## src/rtl/decode_rr_scheduler_if.sv

```systemverilog
// decode_rr_scheduler_if
// Bundles the request/grant signals shared by the round-robin scheduler and
// the four requesters plus the 2-to-4 decoder it feeds.
//   req     : request vector, bit i = requester i        (requesters -> scheduler)
//   done    : current grantee finished                   (requesters -> scheduler)
//   sel0    : decoder select LSB (granted index bit 0)   (scheduler -> decoder)
//   sel1    : decoder select MSB (granted index bit 1)   (scheduler -> decoder)
//   gnt     : one-hot registered grant                   (scheduler -> requesters)
//   busy    : a grant is active                          (scheduler -> requesters)
//   timeout : one-cycle pulse on forced release          (scheduler -> requesters)
// The master modport is the scheduler side; the slave modport is the
// requester/decoder side.
interface decode_rr_scheduler_if;
   logic [3:0] req;
   logic       done;
   logic       sel0;
   logic       sel1;
   logic [3:0] gnt;
   logic       busy;
   logic       timeout;

   modport master (
      input  req,
      input  done,
      output sel0,
      output sel1,
      output gnt,
      output busy,
      output timeout
   );

   modport slave (
      output req,
      output done,
      input  sel0,
      input  sel1,
      input  gnt,
      input  busy,
      input  timeout
   );
endinterface

```

## src/rtl/decode_rr_scheduler.sv

```systemverilog
// decode_rr_scheduler
// Round-robin scheduler sharing the 4-way decoded output path among four
// requesters. It drives the select pair consumed by the 2-to-4 decoder and a
// registered one-hot grant. A grant is held until the grantee signals done,
// drops its request, or reaches MAX_HOLD cycles. One idle arbitration cycle
// always separates consecutive grants.
// Ports:
//   clk : system clock, rising edge
//   rst : asynchronous active-high reset
//   bus : decode_rr_scheduler_if.master (req, done in; sel0, sel1, gnt,
//         busy, timeout out)
module decode_rr_scheduler #(
   parameter int MAX_HOLD = 15,
   parameter int CW       = 4
) (
   input  logic                   clk,
   input  logic                   rst,
   decode_rr_scheduler_if.master  bus
);

   typedef enum logic {
      IDLE  = 1'b0,
      GRANT = 1'b1
   } state_t;

   state_t          state_reg, state_next;
   logic [3:0]      gnt_reg, gnt_next;
   logic [1:0]      sel_reg, sel_next;
   logic            busy_reg, busy_next;
   logic            timeout_reg, timeout_next;
   logic [CW-1:0]   cnt_reg, cnt_next;
   logic [1:0]      last_reg, last_next;

   // Requests rotated so that bit k is requester (last+1+k) mod 4; the lowest
   // set bit is then the round-robin winner.
   logic [3:0]      rot_req;
   logic [1:0]      win_idx;

   generate
      for (genvar gi = 0; gi < 4; gi++) begin : g_rot
         localparam logic [1:0] OFS = 2'((gi + 1) % 4);
         assign rot_req[gi] = bus.req[last_reg + OFS];
      end
   endgenerate

   always_comb begin
      win_idx = last_reg + 2'd1;
      for (int k = 3; k >= 0; k--) begin
         if (rot_req[k]) begin
            win_idx = last_reg + 2'(k + 1);
         end
      end
   end

   // While in GRANT the select register holds the granted index, so it is
   // used directly to look up the grantee's request bit.
   logic hold_limit;
   logic normal_release;
   assign hold_limit     = (cnt_reg == CW'(MAX_HOLD - 1));
   assign normal_release = bus.done || !bus.req[sel_reg];

   always_comb begin
      state_next   = state_reg;
      gnt_next     = gnt_reg;
      sel_next     = sel_reg;
      busy_next    = busy_reg;
      timeout_next = 1'b0;
      cnt_next     = cnt_reg;
      last_next    = last_reg;

      unique case (state_reg)
         IDLE: begin
            gnt_next  = 4'b0000;
            busy_next = 1'b0;
            cnt_next  = '0;
            if (bus.req != 4'b0000) begin
               state_next = GRANT;
               gnt_next   = 4'b0001 << win_idx;
               sel_next   = win_idx;
               busy_next  = 1'b1;
            end
         end
         GRANT: begin
            if (normal_release || hold_limit) begin
               // Select lines keep the last index so the decoder input
               // never glitches back to zero between grants.
               state_next   = IDLE;
               gnt_next     = 4'b0000;
               busy_next    = 1'b0;
               cnt_next     = '0;
               last_next    = sel_reg;
               timeout_next = hold_limit && !normal_release;
            end else begin
               cnt_next = cnt_reg + 1'b1;
            end
         end
         default: begin
            state_next = IDLE;
         end
      endcase
   end

   always_ff @(posedge clk or posedge rst) begin
      if (rst) begin
         state_reg   <= IDLE;
         gnt_reg     <= 4'b0000;
         sel_reg     <= 2'b00;
         busy_reg    <= 1'b0;
         timeout_reg <= 1'b0;
         cnt_reg     <= '0;
         last_reg    <= 2'd3;
      end else begin
         state_reg   <= state_next;
         gnt_reg     <= gnt_next;
         sel_reg     <= sel_next;
         busy_reg    <= busy_next;
         timeout_reg <= timeout_next;
         cnt_reg     <= cnt_next;
         last_reg    <= last_next;
      end
   end

   assign bus.gnt     = gnt_reg;
   assign bus.sel0    = sel_reg[0];
   assign bus.sel1    = sel_reg[1];
   assign bus.busy    = busy_reg;
   assign bus.timeout = timeout_reg;

endmodule

```

## src/flat_wrapper.sv

```systemverilog
// flat-port wrapper written by rule: the top's interface ports become plain ports
module decode_rr_scheduler_flat 
#(
   parameter int MAX_HOLD = 15,
   parameter int CW       = 4
)
  (clk, rst, bus_req, bus_done, bus_sel0, bus_sel1, bus_gnt, bus_busy, bus_timeout);
  decode_rr_scheduler_if bus_i ();
  input  logic clk;
  input  logic rst;
  input wire logic [$bits(bus_i.req)-1:0] bus_req;
  input wire logic [$bits(bus_i.done)-1:0] bus_done;
  output wire logic [$bits(bus_i.sel0)-1:0] bus_sel0;
  output wire logic [$bits(bus_i.sel1)-1:0] bus_sel1;
  output wire logic [$bits(bus_i.gnt)-1:0] bus_gnt;
  output wire logic [$bits(bus_i.busy)-1:0] bus_busy;
  output wire logic [$bits(bus_i.timeout)-1:0] bus_timeout;
  assign bus_i.req = bus_req;
  assign bus_i.done = bus_done;
  assign bus_sel0 = bus_i.sel0;
  assign bus_sel1 = bus_i.sel1;
  assign bus_gnt = bus_i.gnt;
  assign bus_busy = bus_i.busy;
  assign bus_timeout = bus_i.timeout;
  decode_rr_scheduler #(.MAX_HOLD(MAX_HOLD), .CW(CW)) u_core (.clk(clk), .rst(rst), .bus(bus_i));
endmodule
```

## config.mk

```make
export PLATFORM = sky130hd
export DESIGN_NAME = decode_rr_scheduler_flat
export DESIGN_NICKNAME = d
export VERILOG_FILES = /design/src/rtl/decode_rr_scheduler_if.sv /design/src/rtl/decode_rr_scheduler.sv /design/src/flat_wrapper.sv
export SDC_FILE = /design/constraint.sdc
export NUM_CORES = 1
export LEC_CHECK = 0
export BUFFER_PORTS_ARGS = -buffer_cell sky130_fd_sc_hd__buf_4
export CAP_MARGIN = 20
export CORE_UTILIZATION = 45
export DETAILED_ROUTE_END_ITERATION = 8
export PLACE_DENSITY = 0.68
export RECOVER_POWER = 100
export SLEW_MARGIN = 20
export SYNTH_ARGS = -nofsm -noshare
export SYNTH_HDL_FRONTEND = slang
export SYNTH_SLANG_ARGS = --single-unit
```

## constraint.sdc

```tcl
create_clock -name clk -period 2 [get_ports clk]
set_clock_uncertainty 0.15 [all_clocks]
set_input_delay 0.2 -clock clk [delete_from_list [all_inputs] [get_ports clk]]
set_output_delay 0.2 -clock clk [all_outputs]
set_load 0.03 [all_outputs]
```

==> flow_metrics.py <==
metrics = {
    "logic_synthesis": {
        "yosysTopAreaCell": "dfrtp_1",
        "synthDominantCellAreaShare_pct": 44.4,
        "synth_compound_area_share_pct": 16.2,
        "synth_xor_area_share_pct": 3.59,
        "yosys_register_bits": 15,
        "yosysMostFrequentCell": "dfrtp_1",
        "yosysUniqueCellTypes": 28,
        "synth_area_leaders": "dfrtp_1 44%, dfstp_2 7.2%, nor2_1 4.1%, ha_1 3.4%, nand3_1 3.4%",
        "ys_async_sr_fraction_pct": 100,
        "synth-simple-area-share_pct": 14.9,
        "syn-cell-area_um2": 732,
        "synth_common_cells": "13 x dfrtp_1, 8 x nor2_1, 5 x inv_1, 5 x nand3_1, 3 x o21ai_0",
        "synthAdderAreaFrac_pct": 3.42,
        "syn_area_per_cell_um2": 11.4,
        "synth_top_family_by_area": "compound AO/OA/AOI/OAI gates",
        "yosysWarnings": 0,
        "ys_seq_area_share_pct": 51.6,
        "synthCells": 64,
        "synth_mux_area_share_pct": 7.69,
        "syn-num-nets": 73,
        "synthFlopType": "dfrtp_1",
        "synth-edff-count": 0,
    },
    "routing": {
        "ant_nets": 0,
        "wirelength_mm": 1.31,
        "wl_per_cell_um": 13.2,
        "vias": 536,
        "drc": 0,
        "first_pass_iters": 3,
        "drt_iter0_drc": 6,
        "vias_per_cell": 5.41,
    },
    "die": {
        "die_area_um2": 1790,
        "initial_utilization_pct": 48.6,
        "die_w_um": 42.3,
        "core_area_um2": 1510,
        "num_io_pins": 15,
        "die_h_um": 42.3,
        "row_count": 14,
    },
    "critical_path": {
        "cp.required_ns": 2.01,
        "worstSetupPathType": "reg2reg",
        "start_kind": "register",
        "r2r_slack_ns": 0.19,
        "reg2reg_to": "u_core.bus.gnt[3]$_DFFE_PP0P_",
        "arrival_ns": 1.82,
        "crit_end": "u_core.bus.gnt[3]$_DFFE_PP0P_",
        "end_kind": "register",
        "reg2reg_depth": 4,
        "path_max_fanout": 5,
        "cp-startpoint": "u_core.sel_reg[0]$_DFFE_PP0P_",
        "r2r-start": "u_core.sel_reg[0]$_DFFE_PP0P_",
    },
    "cells_and_area": {
        "drive_gt1_share_pct": 15.7,
        "finalNonFillerCells": 99,
        "ff_latch_area_um2": 378,
        "final_core_utilization_pct": 57.0,
        "antenna_cells": 0,
        "fillers": 145,
        "multi_input_area_um2": 330,
        "nets": 93,
        "layout-area-overhead-vs-synth_pct": 17.3,
    },
    "status": {
        "status": "complete, no violations",
    },
    "place": {
        "pre_cts_ws_ns": 0.191,
        "gp_congestion": 0.720,
        "port_buffers": 14,
        "dp_hpwl_mm": 1.00,
        "dp_cells": 94,
    },
    "clock_tree": {
        "cts_setup_buffers": 0,
        "post_cts_resized": 0,
        "ctsRootBufferMaster": "clkbuf_4",
        "cts.clk_slew.worst_paths_ns": 0.08,
        "cts_inserted_buffers": 3,
        "hold_buffers": 1,
        "clk_latency_ns": 0.27,
        "h-tree-depth": 1,
        "cts.sinks": 15,
        "cts_max_path_buffers": 2,
        "cts_tree": "built",
    },
    "global_route": {
        "top_usage_layer": "met2",
        "gr-usage-met2_pct": 26.5,
        "globalRouteOverflowTotal": 0,
        "use_met1_pct": 25.1,
        "antenna_found_initial": 0,
        "grt_max_degree": 16,
        "grt_pass1_vias": 553,
        "track_usage_pct": 18.0,
        "grt_pass1_wl_mm": 2.42,
        "grtUsageMet3_pct": 4.31,
    },
    "power_and_ir_drop": {
        "p_leak_nw": 0.384,
        "peakVddDrop_uv": 641,
        "p_total_mw": 1.21,
        "p_per_area_nw_per_um2": 1410,
    },
    "sta": {
        "slew_viol_final": 0,
        "fin_setup_tns_ns": 0,
        "hold_viol": 0,
        "worstMarginPinSlew_ns": 0.544,
        "setup_slack_ns": 0.188,
        "min_period_ns": 1.81,
        "rsz0062_at_grt": "false",
        "finalSetupViolations": 0,
        "clock.fmax_ghz": 0.552,
        "max-slew-margin-rel_pct": 63.7,
        "fin_crit_sh_pct": 90.6,
    },
    "min_path": {
        "hold_class": "in2reg",
        "holdPathStages": 4,
    },
    "flow_run": {
        "drv_cap": 0,
    },
}
[stage by stage]
stage	area, µm²	hold slack, ns
4_1_cts	893	0.0328
2_1_floorplan	732	-0.0500
3_3_place_gp	857	0.131
6_report	858	0.0381
3_5_place_dp	857	0.134
5_1_grt	858	0.0355
[cells in the final DEF, fill, tap and decap left out, types with 2 or more instances in the layout]
cell       count
clkbuf_4       4
nor2_1         8
inv_1          5
o21ai_0        3
dfstp_1        2
buf_4          5
xnor2_1        2
clkbuf_1       9
and3_1         2
o2bb2ai_1      2
a32o_1         2
mux2_1         2
nand3_1        5
ha_1           2
nor2b_1        2
dfrtp_1       13
[routing by layer]
layer / up-vias / share of wire [%]
met2: 10 / 44
li1: 273 / -
met5: - / 0
met4: 0 / 0.77
met1: 251 / 50
met3: 2 / 4.5
[cell type report]
type                       count  area share (%)
timing repair buffer          15            9.91
inverter                       5            2.19
sequential                    15            44.0
multi-input combinational     44            38.5
tap                           16            2.33
clock buffer                   4            3.06
[power breakdown]
group          switching (mW)  internal, mW
clock network          0.0844        0.0771
registers               0.103         0.420
logic                   0.323         0.207
[kinds of logic (layout without fill, tap and decap cells)]
group                    Yosys count  in the layout
adder cells (fa/ha/maj)            2              2
buffers and inverters              5             24
flip-flops                        15             15
XOR/XNOR                           3              3
AND/OR/NAND/NOR                   20             20
multiplexers                       4              4
AO/OA/AOI/OAI                     15             15
[worst max-delay path: stages (launching register included)]
cell     delay (ns)
dfrtp_1        0.42
mux4_2         0.51
nor2b_4        0.15
and3_1         0.25
a32o_1         0.22
[worst min path at each step]
stage | start | endpoint | slack [ns]
after global routing | bus_done | u_core.bus.timeout$_DFF_PP0_ | 0.04
after floorplan | rst | u_core.bus.busy$_DFFE_PP0P_ | -0.05
after global placement | rst | u_core.bus.gnt[0]$_DFFE_PP0P_ | 0.13
after CTS | bus_done | u_core.bus.timeout$_DFF_PP0_ | 0.03
after detailed placement | rst | u_core.bus.gnt[0]$_DFFE_PP0P_ | 0.13
final | bus_done | u_core.bus.timeout$_DFF_PP0_ | 0.04
No activity file was read; power rests on OpenSTA's default activity.
